[config.mk]
export PLATFORM = sky130hd
export DESIGN_NAME = code_sender
export DESIGN_NICKNAME = d
export VERILOG_FILES = /design/src/rtl/code_sender.sv
export SDC_FILE = /design/constraint.sdc
export NUM_CORES = 1
export LEC_CHECK = 0
export ABC_CLOCK_PERIOD_IN_PS = 2900
export BUFFER_PORTS_ARGS = -buffer_cell sky130_fd_sc_hd__buf_2
export CORE_UTILIZATION = 57
export CTS_CLUSTER_DIAMETER = 50
export DETAILED_ROUTE_END_ITERATION = 10
export HOLD_SLACK_MARGIN = 0.15
export PLACE_DENSITY_LB_ADDON = 0.25
export REMOVE_ABC_BUFFERS = 1
export SLEW_MARGIN = 20
export SYNTH_ARGS = -nofsm -noshare
export SYNTH_HDL_FRONTEND = slang
export SYNTH_SLANG_ARGS = --single-unit
[constraint.sdc]
create_clock -name clk -period 2.9 [get_ports clk]
set_clock_uncertainty 0.1 [all_clocks]
set_input_delay 0.29 -clock clk [delete_from_list [all_inputs] [get_ports clk]]
set_output_delay 0.29 -clock clk [all_outputs]
set_load 0.01 [all_outputs]
[src/rtl/code_sender.sv]
// Serial key-code transmitter for the sequence-detecting lock: flushes the lock,
// shifts the code out MSB first, then waits for unlock with bounded retries.
module code_sender #(
    parameter int                CODE_W       = 4,
    parameter logic [CODE_W-1:0] DEFAULT_CODE = 4'b1101,
    parameter int                ACK_TIMEOUT  = 4,
    parameter int                MAX_TRIES    = 3
) (
    input  logic              clk,
    input  logic              rst,
    input  logic              code_load,
    input  logic [CODE_W-1:0] code_in,
    input  logic              start,
    input  logic              unlock_in,
    output logic              out_seq,
    output logic              busy,
    output logic              done,
    output logic              fail,
    output logic [3:0]        attempts
);

    typedef enum logic [1:0] {IDLE, FLUSH, SEND, WAIT} state_t;

    localparam logic [3:0] LAST_BIT  = 4'(CODE_W - 1);
    localparam logic [3:0] LAST_WAIT = 4'(ACK_TIMEOUT - 1);
    localparam logic [3:0] TRIES_MAX = 4'(MAX_TRIES);

    state_t            state, state_nxt;
    logic [3:0]        cnt, cnt_nxt;
    logic [CODE_W-1:0] code_reg, code_nxt;
    logic [CODE_W-1:0] shreg, sh_nxt;
    logic [3:0]        att_nxt;
    logic              out_nxt, busy_nxt, done_nxt, fail_nxt;

    always_ff @(posedge clk) begin
        if (rst) begin
            state    <= IDLE;
            cnt      <= '0;
            code_reg <= DEFAULT_CODE;
            shreg    <= '0;
            attempts <= '0;
            out_seq  <= 1'b0;
            busy     <= 1'b0;
            done     <= 1'b0;
            fail     <= 1'b0;
        end else begin
            state    <= state_nxt;
            cnt      <= cnt_nxt;
            code_reg <= code_nxt;
            shreg    <= sh_nxt;
            attempts <= att_nxt;
            out_seq  <= out_nxt;
            busy     <= busy_nxt;
            done     <= done_nxt;
            fail     <= fail_nxt;
        end
    end

    always_comb begin
        state_nxt = state;
        cnt_nxt   = cnt + 4'd1;
        code_nxt  = code_reg;
        sh_nxt    = shreg;
        att_nxt   = attempts;
        done_nxt  = 1'b0;
        fail_nxt  = 1'b0;

        unique case (state)
            IDLE: begin
                cnt_nxt = '0;
                if (code_load) code_nxt = code_in;
                if (start) begin
                    att_nxt   = 4'd1;
                    state_nxt = FLUSH;
                end
            end
            FLUSH: begin
                if (cnt == LAST_BIT) begin
                    state_nxt = SEND;
                    cnt_nxt   = '0;
                    // Send from a working copy so the stored code survives retries.
                    sh_nxt    = code_reg;
                end
            end
            SEND: begin
                sh_nxt = {shreg[CODE_W-2:0], 1'b0};
                if (cnt == LAST_BIT) begin
                    state_nxt = WAIT;
                    cnt_nxt   = '0;
                end
            end
            WAIT: begin
                if (unlock_in) begin
                    state_nxt = IDLE;
                    done_nxt  = 1'b1;
                end else if (cnt == LAST_WAIT) begin
                    cnt_nxt = '0;
                    if (attempts < TRIES_MAX) begin
                        att_nxt   = attempts + 4'd1;
                        state_nxt = FLUSH;
                    end else begin
                        state_nxt = IDLE;
                        fail_nxt  = 1'b1;
                    end
                end
            end
            default: state_nxt = IDLE;
        endcase

        // Outputs are registered from the next state so they line up with it.
        out_nxt  = (state_nxt == SEND) ? sh_nxt[CODE_W-1] : 1'b0;
        busy_nxt = (state_nxt != IDLE);
    end

endmodule

After elaboration in Yosys (flattened, before gate mapping):

Index checks and enable logic that the tools add are counted.

* bits in registers: 22
* input port bits: 9
* output and inout bits: 8
* logic and storage cells: 56

* $add $sub $neg: 2
* magnitude comparators: 1
* equal/unequal tests: 10
* muxes and demuxes: 19
* bitwise operators: 3
* reductions and logical operators: 11

Operator list (number)
* $mux W4: 7
* $pmux W4 S2: 2
* $pmux W4 S3: 1
* $mux W2: 5
* $ne A2 B2 Y1 const B: 5
* $add A4 B1 Y4 const B: 2
* $pmux W2 S4: 1
* $eq A2 B2 Y1 const B: 3
* $reduce_bool A2 Y1: 3
* $reduce_or A2 Y1: 3
* $reduce_and A5 Y1: 1
* $eq A4 B2 Y1 const B: 1
* $lt A4 B2 Y1 const B: 1
* $reduce_and A2 Y1: 2
* $reduce_or A4 Y1: 1
* $mux W1: 3
* $not A1 Y1: 3
* $eq A2 B1 Y1 const B: 1
* $logic_not A2 Y1: 1

Logic depth before layout (Yosys ltp):

* depth in word-level cells: 8
* mapped depth: 7
* depth with buffers taken out: 6

Least setup slack after synthesis:

OpenSTA, ideal clock, no wires.

* path kind: reg2reg
* start: register cnt[0]
* end: register attempts[0]
* setup time: 0.124 ns
* data arrival time: 1.359 ns
* data required time: 2.676 ns
* setup slack: 1.318 ns
* stages on the path, launching flop included: 6
* buffers on the path: 0
* clock period less this slack: 1.582 ns
* cell sequence: dfxtp_1 -> ha_1 -> or3b_4 -> nor3_4 -> nand4_1 -> o311a_2

* longest elaborated chain between the ends: 3

Ends and longest elaborated chain
* from (decl): RTL line 29 `logic [3:0] cnt, cnt_nxt;`
* from (signal assigned): RTL line 48 `cnt <= cnt_nxt;`
* $eq A4 B2 Y1: RTL line 96 `end else if (cnt == LAST_WAIT) begin`
* $ne A2 B2 Y1 (no line)
* $reduce_and A5 Y1 (no line)
* to (signal assigned): RTL line 51 `attempts <= att_nxt;`
* to (decl): RTL line 19 `output logic [3:0] attempts`

Every way passes these cells.
A chain may end at the register's enable or synchronous reset.

Worst setup path after layout:

* start: register state[1]
* end: register out_seq

* longest elaborated chain between the ends: 6
* elaborated cells on any way between the ends: 14
* classes of those cells: eq/ne (4); mux (7); bitwise (1); reduce/logical (2)

Ends and longest elaborated chain
* from (decl): RTL line 28 `state_t state, state_nxt;`
* from (signal assigned): RTL line 47 `state <= state_nxt;`
* $mux W2: RTL line 96
* $mux W2: RTL line 93 `if (unlock_in) begin`
* $pmux W2 S4: RTL line 68 `unique case (state)`
* $eq A2 B2 Y1: RTL line 111 `out_nxt = (state_nxt == SEND) ? sh_nxt[CODE_W-1] : 1'b0;`
* $not A1 Y1 (no line)
* $reduce_or A2 Y1 (no line)
* to (signal assigned): RTL line 52 `out_seq <= out_nxt;`
* to (decl): RTL line 15 `output logic out_seq,`

Parallel ways exist; a longest one is shown, timed or not.

==> summary.txt <==
Outcome
  – Status: finished clean

Setup path
  – CP max-delay cell: ha_1
  – Critical path cell sequence: inv_1 > ha_1 > nor3_1 > a211oi_1 > o32ai_1 > nor3b_1
  – WP buf/inv: 1
  – Setup crit start kind: flip-flop
  – Delay-heaviest family, CP: adder cells
  – Max stage delay on crit path: 0.46 ns
  – WP data required: 3.03 ns
  – CP max FO: 16
  – Worst Path Arrival: 1.97 ns
  – Crit Path Category: reg2reg
  – Nature of the critical path endpoint: flip-flop

Placement
  – Post-Place Cells: 140
  – Cell Area, Placed: 1090 um^2
  – IO Port Bufs: 16
  – Gpl congestion: 0.828
  – DP HPWL: 1300 um

STA
  – Tmin final: 1.83 ns
  – Slew @ Worst Pin: 0.526 ns
  – Highest clock rate: 545 MHz
  – Slew HR: 64.8%
  – Slew Viols, Final: 0
  – Setup tns final: 0 ns
  – Tcrit/Tclk final: 63.2%
  – Final Hold Viols: 0
  – RSZ-0062 raised after global routing: no
  – Final setup fails: 0

Clock tree
  – Clk slew on worst S/H paths: 0.12 ns
  – H-tree levels: 1
  – CTS buffer count: 3
  – CTS max path bufs: 2
  – CTS tree: done
  – Clk Latency, worst-skew pair: 0.30 ns
  – Clock sinks: 22
  – Post CTS Setup Buffer Count: 0
  – Root buf cell: clkbuf_4

Floorplan
  – Initial Util: 64.2%
  – Die W: 44.1 um
  – DIE AREA: 1950 um^2
  – IO Pins: 17
  – Core area: 1580 um^2
  – Die height: 44.1 um
  – Cell Rows: 14

Final layout
  – Layout cell share with drive strength beyond 1: 18.5%
  – Nets: 146
  – N_diodes: 0
  – Area occupied by multi-input gates: 529 um^2
  – Post-layout util: 72.9%
  – P&R area growth vs syn: 13.5%
  – Sequential cell area: 440 um^2
  – Final Cell Area: 1150 um^2
  – Most frequent cells in the layout: dfxtp_1, buf_2, nor2_1
  – Commonest non-fill, non-tap cell in the layout: dfxtp_1
  – Finished Layout Cells: 146
  – FILL cells: 115

Global routing
  – Vias in the first global route: 718
  – GRT overflow: 0
  – Gr usage total: 19.9%
  – Initial antenna violation count: 0
  – Largest net degree at the start of global routing: 20
  – First-pass GRT wire length: 2930 um

Hold path
  – Worst Hold Class: in2reg

Synthesis
  – Top post-synthesis cells by area: dfxtp_1, ha_1, o21ai_0, nor2_1, a211o_1
  – Top cell type's share of synthesized area: 43.5%
  – Synth Register Bits: 22
  – Mapped cell area: 1010 um^2
  – Post-synth cell types: 34
  – Cell count after synthesis: 113
  – Cell taking the most area after synthesis: dfxtp_1
  – Yosys warnings: 0
  – Avg Inst Size Synth: 8.96 um^2
  – Seq/Total Area, Yosys: 43.5%

Detailed routing
  – Iteration-0 DRC count of the detailed router: 34
  – Final ANT Viol Nets: 0
  – Remaining DRCs: 0
  – Drt first pass iters: 6
  – DR vias/cell: 5.92
  – DR WL/cell: 12.5 um
  – Post-Route WL: 1830 um
  – Via count: 865

Power and ir drop
  – Power Density: 484 nW/um^2
  – Sequential power share: 57.4%
  – Net switching share of the total power: 24.8%
  – Net Sw Power: 138 uW
  – Peak supply drop: 0.000347 V
  – Total power: 556 uW
  – Comb power frac: 12.7%
  – Static leakage: 0.000489 uW
  – Total internal power: 418 uW
  – Clock Power Share: 29.9%

Job
  – Max_cap viols: 0
through the flow:
| step | hold WS (ns) | setup WS (ns) |
|---|---|---|
| after detailed placement | 0.338 | 1.15 |
| after CTS | 0.168 | 1.08 |
| final | 0.177 | 1.07 |
| after global routing | 0.188 | 0.865 |
| after global placement | 0.329 | 1.21 |
| after floorplan | 0.259 | 1.32 |
final timing paths:
kind         cells after the start  startpoint           to  slack (ns)
min reg2reg                      1      cnt[0]       cnt[0]        0.36
min                              3   code_load  code_reg[1]        0.18
max reg2reg                      6    state[1]      out_seq        1.07
max                              6    state[1]      out_seq        1.07
cells by family (layout without fill, tap and decap cells):
group           count (synthesis)  count (layout)  share of synthesized area (%)
compound gates                 28              28                           18.5
xor+xnor                        2               2                           1.73
fa+ha+maj                       6               6                           7.42
buf+inv                        11              28                           4.20
flops                          22              22                           43.5
simple gates                   44              44                           24.6
layer usage:
metal	track usage [%]	share of wire [%]
met1	25.3	49
met2	32.6	45
met3	3.67	3.9
met4	9.09	2.1
met5	0	0
power groups by stage:
stage	registers, uW	clock network (uW)	logic, uW
global placement	326	0	65.0
detailed placement	326	0	67.6
finish	319	166	70.5
global route	321	184	77.7
floorplan	327	0	43.3
CTS	319	171	70.1
Yosys cell counts:
| cell | number |
|---|---|
| o32ai_1 | 1 |
| nor3b_2 | 1 |
| xor2_1 | 1 |
| nor2_1 | 10 |
| a31oi_1 | 2 |
| nor3_1 | 2 |
| a22o_1 | 2 |
| o211ai_1 | 1 |
| nor4b_1 | 1 |
| nand3b_1 | 1 |
| nand2_1 | 7 |
| inv_1 | 6 |
| ha_1 | 6 |
| or3_1 | 1 |
| nand4_1 | 3 |
| clkbuf_1 | 4 |
| a211oi_1 | 1 |
| nand3_1 | 6 |
| a211o_1 | 4 |
| buf_2 | 1 |
| and2_1 | 2 |
| or3b_4 | 1 |
| o21ai_0 | 8 |
| xnor2_1 | 1 |
| a21oi_1 | 6 |
| a22oi_1 | 1 |
| dfxtp_1 | 22 |
| nor4_1 | 1 |
| nor3b_1 | 1 |
| nor3_4 | 1 |
| a32o_1 | 1 |
| o311a_2 | 1 |
| nand2b_1 | 3 |
| and3_1 | 3 |
final cells by class:
| type | count | area share (%) |
|---|---|---|
| inverters | 6 | 1.96 |
| flip-flops and latches | 22 | 38.3 |
| multi-input cells | 80 | 46.1 |
| clock buffers | 4 | 3.16 |
| repair buffers | 18 | 8.71 |
| well taps | 16 | 1.74 |
timing repair:
action,in CTS,in global routing
hold buffers,2,0
endpoints found under the hold margin,2,0
gates resized for setup,0,0
worst register-to-register path: cells and delay by family (launching register included):
kind	cells	cell delay (ns)
flops	1	0.37
simple gates	2	0.29
fa+ha+maj	1	0.46
buf+inv	1	0.10
compound gates	2	0.44
No activity file was read; power rests on OpenSTA's default activity.
